File: config.mk
export PLATFORM = sky130hd
export DESIGN_NAME = mem_port_arbiter
export DESIGN_NICKNAME = d
export VERILOG_FILES = /design/src/rtl/mem_port_arbiter.sv
export SDC_FILE = /design/constraint.sdc
export NUM_CORES = 1
export LEC_CHECK = 0
export BUFFER_PORTS_ARGS = -buffer_cell sky130_fd_sc_hd__buf_2
export CORE_MARGIN = 5
export CORE_UTILIZATION = 45
export DETAILED_ROUTE_END_ITERATION = 8
export GPL_ROUTABILITY_DRIVEN = 0
export PLACE_DENSITY = 0.78
export SLEW_MARGIN = 20
export SYNTH_ARGS = -nofsm -noshare
export SYNTH_HDL_FRONTEND = slang
export SYNTH_SLANG_ARGS = --single-unit
File: constraint.sdc
create_clock -name clk -period 5 [get_ports clk]
set_input_delay 0.75 -clock clk [delete_from_list [all_inputs] [get_ports clk]]
set_output_delay 0.75 -clock clk [all_outputs]
set_load 0.005 [all_outputs]
File: src/rtl/mem_port_arbiter.sv
// mem_port_arbiter
//   Shares one dual-port block memory between the CPU controller (master 0)
//   and a debug/program-loader host (master 1). Writes go out on port A,
//   reads on port B. One access is in flight at a time.
//
//   Arbitration is round-robin on ties. Master 0 may hold ownership with
//   m0_lock across back-to-back accesses. The synchronous read latency of
//   the memory (RD_LAT cycles) is sequenced internally, and read data is
//   returned on a per-master rvalid strobe.
//
// Ports
//   clk, rst                        clock, async active-high reset
//   m0_req/we/addr/wdata/lock       CPU request channel (held until m0_gnt)
//   m0_gnt, m0_rvalid, m0_rdata     CPU grant pulse, read strobe, read data
//   m1_req/we/addr/wdata            loader request channel (no lock)
//   m1_gnt, m1_rvalid, m1_rdata     loader grant pulse, read strobe, read data
//   ena, wea, addra, dina           memory port A (write)
//   enb, addrb, doutb               memory port B (read)
//   busy                            high while an access is in progress
module mem_port_arbiter #(
  parameter int ADDR_W = 8,
  parameter int DATA_W = 32,
  parameter int RD_LAT = 1
) (
  input  logic              clk,
  input  logic              rst,
  input  logic              m0_req,
  input  logic              m0_we,
  input  logic [ADDR_W-1:0] m0_addr,
  input  logic [DATA_W-1:0] m0_wdata,
  input  logic              m0_lock,
  output logic              m0_gnt,
  output logic              m0_rvalid,
  output logic [DATA_W-1:0] m0_rdata,
  input  logic              m1_req,
  input  logic              m1_we,
  input  logic [ADDR_W-1:0] m1_addr,
  input  logic [DATA_W-1:0] m1_wdata,
  output logic              m1_gnt,
  output logic              m1_rvalid,
  output logic [DATA_W-1:0] m1_rdata,
  output logic              ena,
  output logic              wea,
  output logic [ADDR_W-1:0] addra,
  output logic [DATA_W-1:0] dina,
  output logic              enb,
  output logic [ADDR_W-1:0] addrb,
  input  logic [DATA_W-1:0] doutb,
  output logic              busy
);

  localparam logic [1:0] IDLE    = 2'd0;
  localparam logic [1:0] ISSUE   = 2'd1;
  localparam logic [1:0] RD_WAIT = 2'd2;

  // RD_LAT is legal only in 1..3, so two counter bits suffice.
  localparam logic [1:0] LAT_INIT = 2'(RD_LAT);

  logic [1:0]        state_r;
  logic [1:0]        cnt_r;
  logic              owner_r;
  logic              last_owner_r;
  logic              we_r;

  logic              m0_gnt_r;
  logic              m1_gnt_r;
  logic              m0_rvalid_r;
  logic              m1_rvalid_r;
  logic              ena_r;
  logic              wea_r;
  logic              enb_r;
  logic [ADDR_W-1:0] addra_r;
  logic [DATA_W-1:0] dina_r;
  logic [ADDR_W-1:0] addrb_r;
  logic              busy_r;
  logic [DATA_W-1:0] m0_hold_r;
  logic [DATA_W-1:0] m1_hold_r;

  logic              any_req_s;
  logic              win_s;
  logic              start_s;
  logic              sel_we_s;
  logic [ADDR_W-1:0] sel_addr_s;
  logic [DATA_W-1:0] sel_wdata_s;
  logic [1:0]        state_nxt_s;
  logic [1:0]        cnt_nxt_s;
  logic              rd_done_nxt_s;

  // Winner selection: lone requester wins; on a tie the master not granted
  // last wins, except that a locked CPU that owned the last access keeps it.
  always_comb begin
    any_req_s = m0_req | m1_req;
    if (m0_req && !m1_req) begin
      win_s = 1'b0;
    end else if (!m0_req && m1_req) begin
      win_s = 1'b1;
    end else if (!last_owner_r && m0_lock) begin
      win_s = 1'b0;
    end else begin
      win_s = ~last_owner_r;
    end
  end

  // Mux the winner's command fields; a new access starts only from IDLE.
  always_comb begin
    start_s = (state_r == IDLE) && any_req_s;
    if (win_s) begin
      sel_we_s    = m1_we;
      sel_addr_s  = m1_addr;
      sel_wdata_s = m1_wdata;
    end else begin
      sel_we_s    = m0_we;
      sel_addr_s  = m0_addr;
      sel_wdata_s = m0_wdata;
    end
  end

  // Next-state and latency-counter logic. In RD_WAIT the cycle with cnt_r==1
  // is the one where the counter reaches 0, i.e. the rvalid cycle.
  always_comb begin
    state_nxt_s = state_r;
    cnt_nxt_s   = cnt_r;
    case (state_r)
      IDLE: begin
        if (any_req_s) begin
          state_nxt_s = ISSUE;
        end else begin
          state_nxt_s = IDLE;
        end
      end
      ISSUE: begin
        if (we_r) begin
          state_nxt_s = IDLE;
        end else begin
          state_nxt_s = RD_WAIT;
          cnt_nxt_s   = LAT_INIT;
        end
      end
      RD_WAIT: begin
        cnt_nxt_s = cnt_r - 2'd1;
        if (cnt_r == 2'd1) begin
          state_nxt_s = IDLE;
        end else begin
          state_nxt_s = RD_WAIT;
        end
      end
      default: begin
        state_nxt_s = IDLE;
        cnt_nxt_s   = 2'd0;
      end
    endcase
    rd_done_nxt_s = (state_nxt_s == RD_WAIT) && (cnt_nxt_s == 2'd1);
  end

  // State, command latch and registered memory/handshake outputs.
  always_ff @(posedge clk or posedge rst) begin
    if (rst) begin
      state_r      <= IDLE;
      cnt_r        <= 2'd0;
      owner_r      <= 1'b0;
      last_owner_r <= 1'b1;
      we_r         <= 1'b0;
      m0_gnt_r     <= 1'b0;
      m1_gnt_r     <= 1'b0;
      m0_rvalid_r  <= 1'b0;
      m1_rvalid_r  <= 1'b0;
      ena_r        <= 1'b0;
      wea_r        <= 1'b0;
      enb_r        <= 1'b0;
      addra_r      <= '0;
      dina_r       <= '0;
      addrb_r      <= '0;
      busy_r       <= 1'b0;
      m0_hold_r    <= '0;
      m1_hold_r    <= '0;
    end else begin
      state_r <= state_nxt_s;
      cnt_r   <= cnt_nxt_s;
      busy_r  <= (state_nxt_s != IDLE);
      if (start_s) begin
        owner_r      <= win_s;
        last_owner_r <= win_s;
        we_r         <= sel_we_s;
      end
      // Grant and memory enables are timed to land in the ISSUE cycle.
      m0_gnt_r <= start_s && !win_s;
      m1_gnt_r <= start_s && win_s;
      ena_r    <= start_s && sel_we_s;
      wea_r    <= start_s && sel_we_s;
      enb_r    <= start_s && !sel_we_s;
      if (start_s && sel_we_s) begin
        addra_r <= sel_addr_s;
        dina_r  <= sel_wdata_s;
      end
      if (start_s && !sel_we_s) begin
        addrb_r <= sel_addr_s;
      end
      m0_rvalid_r <= rd_done_nxt_s && !owner_r;
      m1_rvalid_r <= rd_done_nxt_s && owner_r;
      if (m0_rvalid_r) begin
        m0_hold_r <= doutb;
      end
      if (m1_rvalid_r) begin
        m1_hold_r <= doutb;
      end
    end
  end

  // doutb is only valid during the rvalid cycle itself, so it is passed
  // straight through then; the hold register keeps it afterwards.
  assign m0_rdata  = m0_rvalid_r ? doutb : m0_hold_r;
  assign m1_rdata  = m1_rvalid_r ? doutb : m1_hold_r;
  assign m0_gnt    = m0_gnt_r;
  assign m1_gnt    = m1_gnt_r;
  assign m0_rvalid = m0_rvalid_r;
  assign m1_rvalid = m1_rvalid_r;
  assign ena       = ena_r;
  assign wea       = wea_r;
  assign addra     = addra_r;
  assign dina      = dina_r;
  assign enb       = enb_r;
  assign addrb     = addrb_r;
  assign busy      = busy_r;

endmodule

==> flow_summary.json <==
{
  "cts_buffer_depth": 2,
  "yosys_most_used_dff": "dfrtp_1",
  "grt_first_pass_wirelength_mm": 20.3,
  "maxCapViolations": 0,
  "synth_cell_types": 30,
  "cts_tree": "done",
  "slew_headroom_pct": 48.3,
  "setup_viol": 0,
  "core_sq_um": 11500,
  "globalRouteTotalUtil_pct": 18.0,
  "grt_max_degree": 63,
  "clock-sinks": 126,
  "synth_commonest_cells": "dfrtp_1 (125), mux2_2 (66), mux2_1 (32)",
  "port_buffers": 238,
  "synth_edf_count": 0,
  "drt_wl_total_mm": 12.4,
  "leakage_nw": 3.71,
  "fp-row-count": 39,
  "status": "finished, final reports clean",
  "firstDrtPassIters": 6,
  "synth_warnings": 0,
  "crit_path_end_kind": "flip-flop",
  "clockRootBuffer": "clkbuf_16",
  "grt_pass1_vias": 4000,
  "via_per_inst": 4.85,
  "drt-wirelength-per-cell_um": 16.4,
  "path_class": "in -> reg",
  "tritoncts.num_buffers": 17,
  "yosysTopAreaCellShare_pct": 58.5,
  "syn_area_per_cell_sq_um": 15.1,
  "final.period_utilization_pct": 50.0,
  "io_pins": 239,
  "worst-r2r-setup-slack_ns": 2.51,
  "initial_core_util_pct": 46.4,
  "timing.rr.start": "state_r[1]",
  "htreeDepth": 4,
  "die_width_um": 119,
  "nets": 717,
  "cts_setup_buffers": 0,
  "drt_iter0_drc": 162,
  "fillers": 877,
  "syn_area_sq_um": 5340,
  "tns_ns": 0,
  "clk_pin_slew_ns": 0.06,
  "hold_path.class": "in -> async",
  "die_area_sq_um": 14200,
  "final_util_pct": 63.2,
  "syn-num-nets": 473,
  "yosysMostFrequentCell": "dfrtp_1",
  "ys_async_sr_fraction_pct": 100,
  "seq_area_frac_synth_pct": 59.0,
  "drv_slew": 0,
  "ys_ff_latch": 126,
  "irDropWorstVdd_v": 0.000274,
  "cp-start-kind": "input pin",
  "synth_area_leaders": "dfrtp_1 (59%), mux2_2 (14%), mux2_4 (8.4%)",
  "finClkSkew_ns": 0.0107,
  "worstPathArrival_ns": 2.78,
  "clkLatencyLatePin_ns": 0.40,
  "power_per_cell_area_nw_per_um2": 655,
  "via_count": 3653,
  "r2r_end": "dina[7]",
  "whs_ns": 0.258,
  "cts_hold_buf": 0,
  "die_h_um": 119,
  "antenna_left": 0,
  "rsz0062_at_grt": "false",
  "yosysTopAreaCell": "dfrtp_1",
  "syn_inst": 353,
  "cp.required_ns": 5.28,
  "diodes": 0,
  "finalHoldViolations": 0,
  "area_delta_synth_final_pct": 36.1,
  "post_route_cells_drive_above_1_share_pct": 62.3,
  "worst_slew_pin_slew_ns": 0.775,
  "drc": 0,
  "overflow": 0,
  "critPathMaxFanout": 23,
  "ff2ff_path_depth": 5,
  "dpl.hpwl_mm": 9.37,
  "timing.fmax_ghz": 0.400,
  "antenna_found_initial": 0,
  "min_period_ns": 2.50,
  "cts_resized": 0
}
==> through the flow <==
stage	power (mW)	cell area, sq um	instances	setup slack, ns
floorplan	2.74	5340	353	0.896
global placement	3.47	6650	721	2.15
detailed placement	3.54	6650	721	2.09
CTS	4.84	7270	753	2.51
global route	5.09	7270	753	2.39
finish	4.76	7270	753	2.50
==> registers in the layout, indices dropped and copies added (netlist names) <==
| signal | flops |
|---|---|
| dina | 32 |
| m0_hold_r | 32 |
| m1_hold_r | 32 |
| addra | 8 |
| addrb | 8 |
| cnt_r | 2 |
| state_r | 2 |
| busy | 1 |
| enb | 1 |
| last_owner_r | 1 |
| m0_gnt | 1 |
| m0_rvalid | 1 |
| m1_gnt | 1 |
| m1_rvalid | 1 |
| owner_r | 1 |
| we_r | 1 |
| wea | 1 |
==> logic make-up (layout without fill, tap and decap cells) <==
group,count (synthesis),after routing,synth area share (%)
AOI/OAI and AO/OA,10,10,1.29
adders and majority gates,2,2,0.445
buffers and inverters,42,299,3.75
DFF,126,126,59.0
muxes,153,153,33.8
and+or+nand+nor,20,20,1.73
==> metal layers <==
layer	up-vias	global-route usage (%)	wire length, um
met1	1754	22.8	5240
met4	0	5.58	143
met3	10	6.97	1200
met5	-	0	0
met2	174	28.6	5790
li1	1715	-	-
==> area by class of cell <==
type                            count  area, sq um  area share, %
Multi-Input combinational cell    185         1990           27.4
Sequential cell                   126         3150           43.4
Timing Repair Buffer              244         1240           17.0
Tap cell                          143          179           2.46
Clock inverter                     12          159           2.18
Clock buffer                       20          467           6.42
Inverter                           23         88.8           1.22
==> report_power, final <==
| part | switching, mW | internal, mW | total, mW |
|---|---|---|---|
| combinational | 0.783 | 0.980 | 1.76 |
| clock | 0.439 | 0.828 | 1.27 |
| sequential | 0.204 | 1.53 | 1.73 |
| total | 1.43 | 3.34 | 4.76 |
==> worst max path at each step <==
stage | startpoint | to | slack, ns | cells past startpoint
after floorplan | rst | addra[0] | 0.90 | 1
after global placement | m0_lock | dina[0] | 2.15 | 6
after detailed placement | m0_lock | dina[25] | 2.09 | 6
after CTS | state_r[1] | dina[29] | 2.51 | 5
after global routing | m0_lock | dina[29] | 2.39 | 6
final | m0_lock | dina[7] | 2.50 | 6
==> critical path: stages <==
cell     delay, ns
buf_2         0.10
nor2_1        0.16
maj3_2        0.24
o221a_2       0.71
buf_4         0.47
mux2_4        0.33
==> placed cells by master, fill, tap and decap left out <==
master	netlist	routed
a31o_1	1	1
o221a_2	0	1
or3_1	1	1
nor2_1	7	7
clkinvlp_4	0	2
buf_2	4	238
nor3b_1	1	1
dfrtp_1	125	125
nor3_1	1	1
bufinv_16	0	3
a2111oi_0	1	1
inv_6	0	2
clkinv_4	0	3
clkinv_2	0	2
mux2i_1	25	25
or2_2	1	1
dfstp_2	1	1
buf_4	4	6
or2_1	2	2
mux2_4	30	30
mux2_1	32	32
mux2_2	66	66
nand2b_1	1	1
o22ai_1	2	2
ha_1	1	1
maj3_2	1	1
nand2_1	6	6
clkbuf_16	0	17
o21ai_0	1	1
inv_2	3	3
a21o_1	1	1
clkbuf_8	0	3
inv_1	20	19
inv_4	0	1
a21oi_1	3	3
No activity file was read; power rests on OpenSTA's default activity.
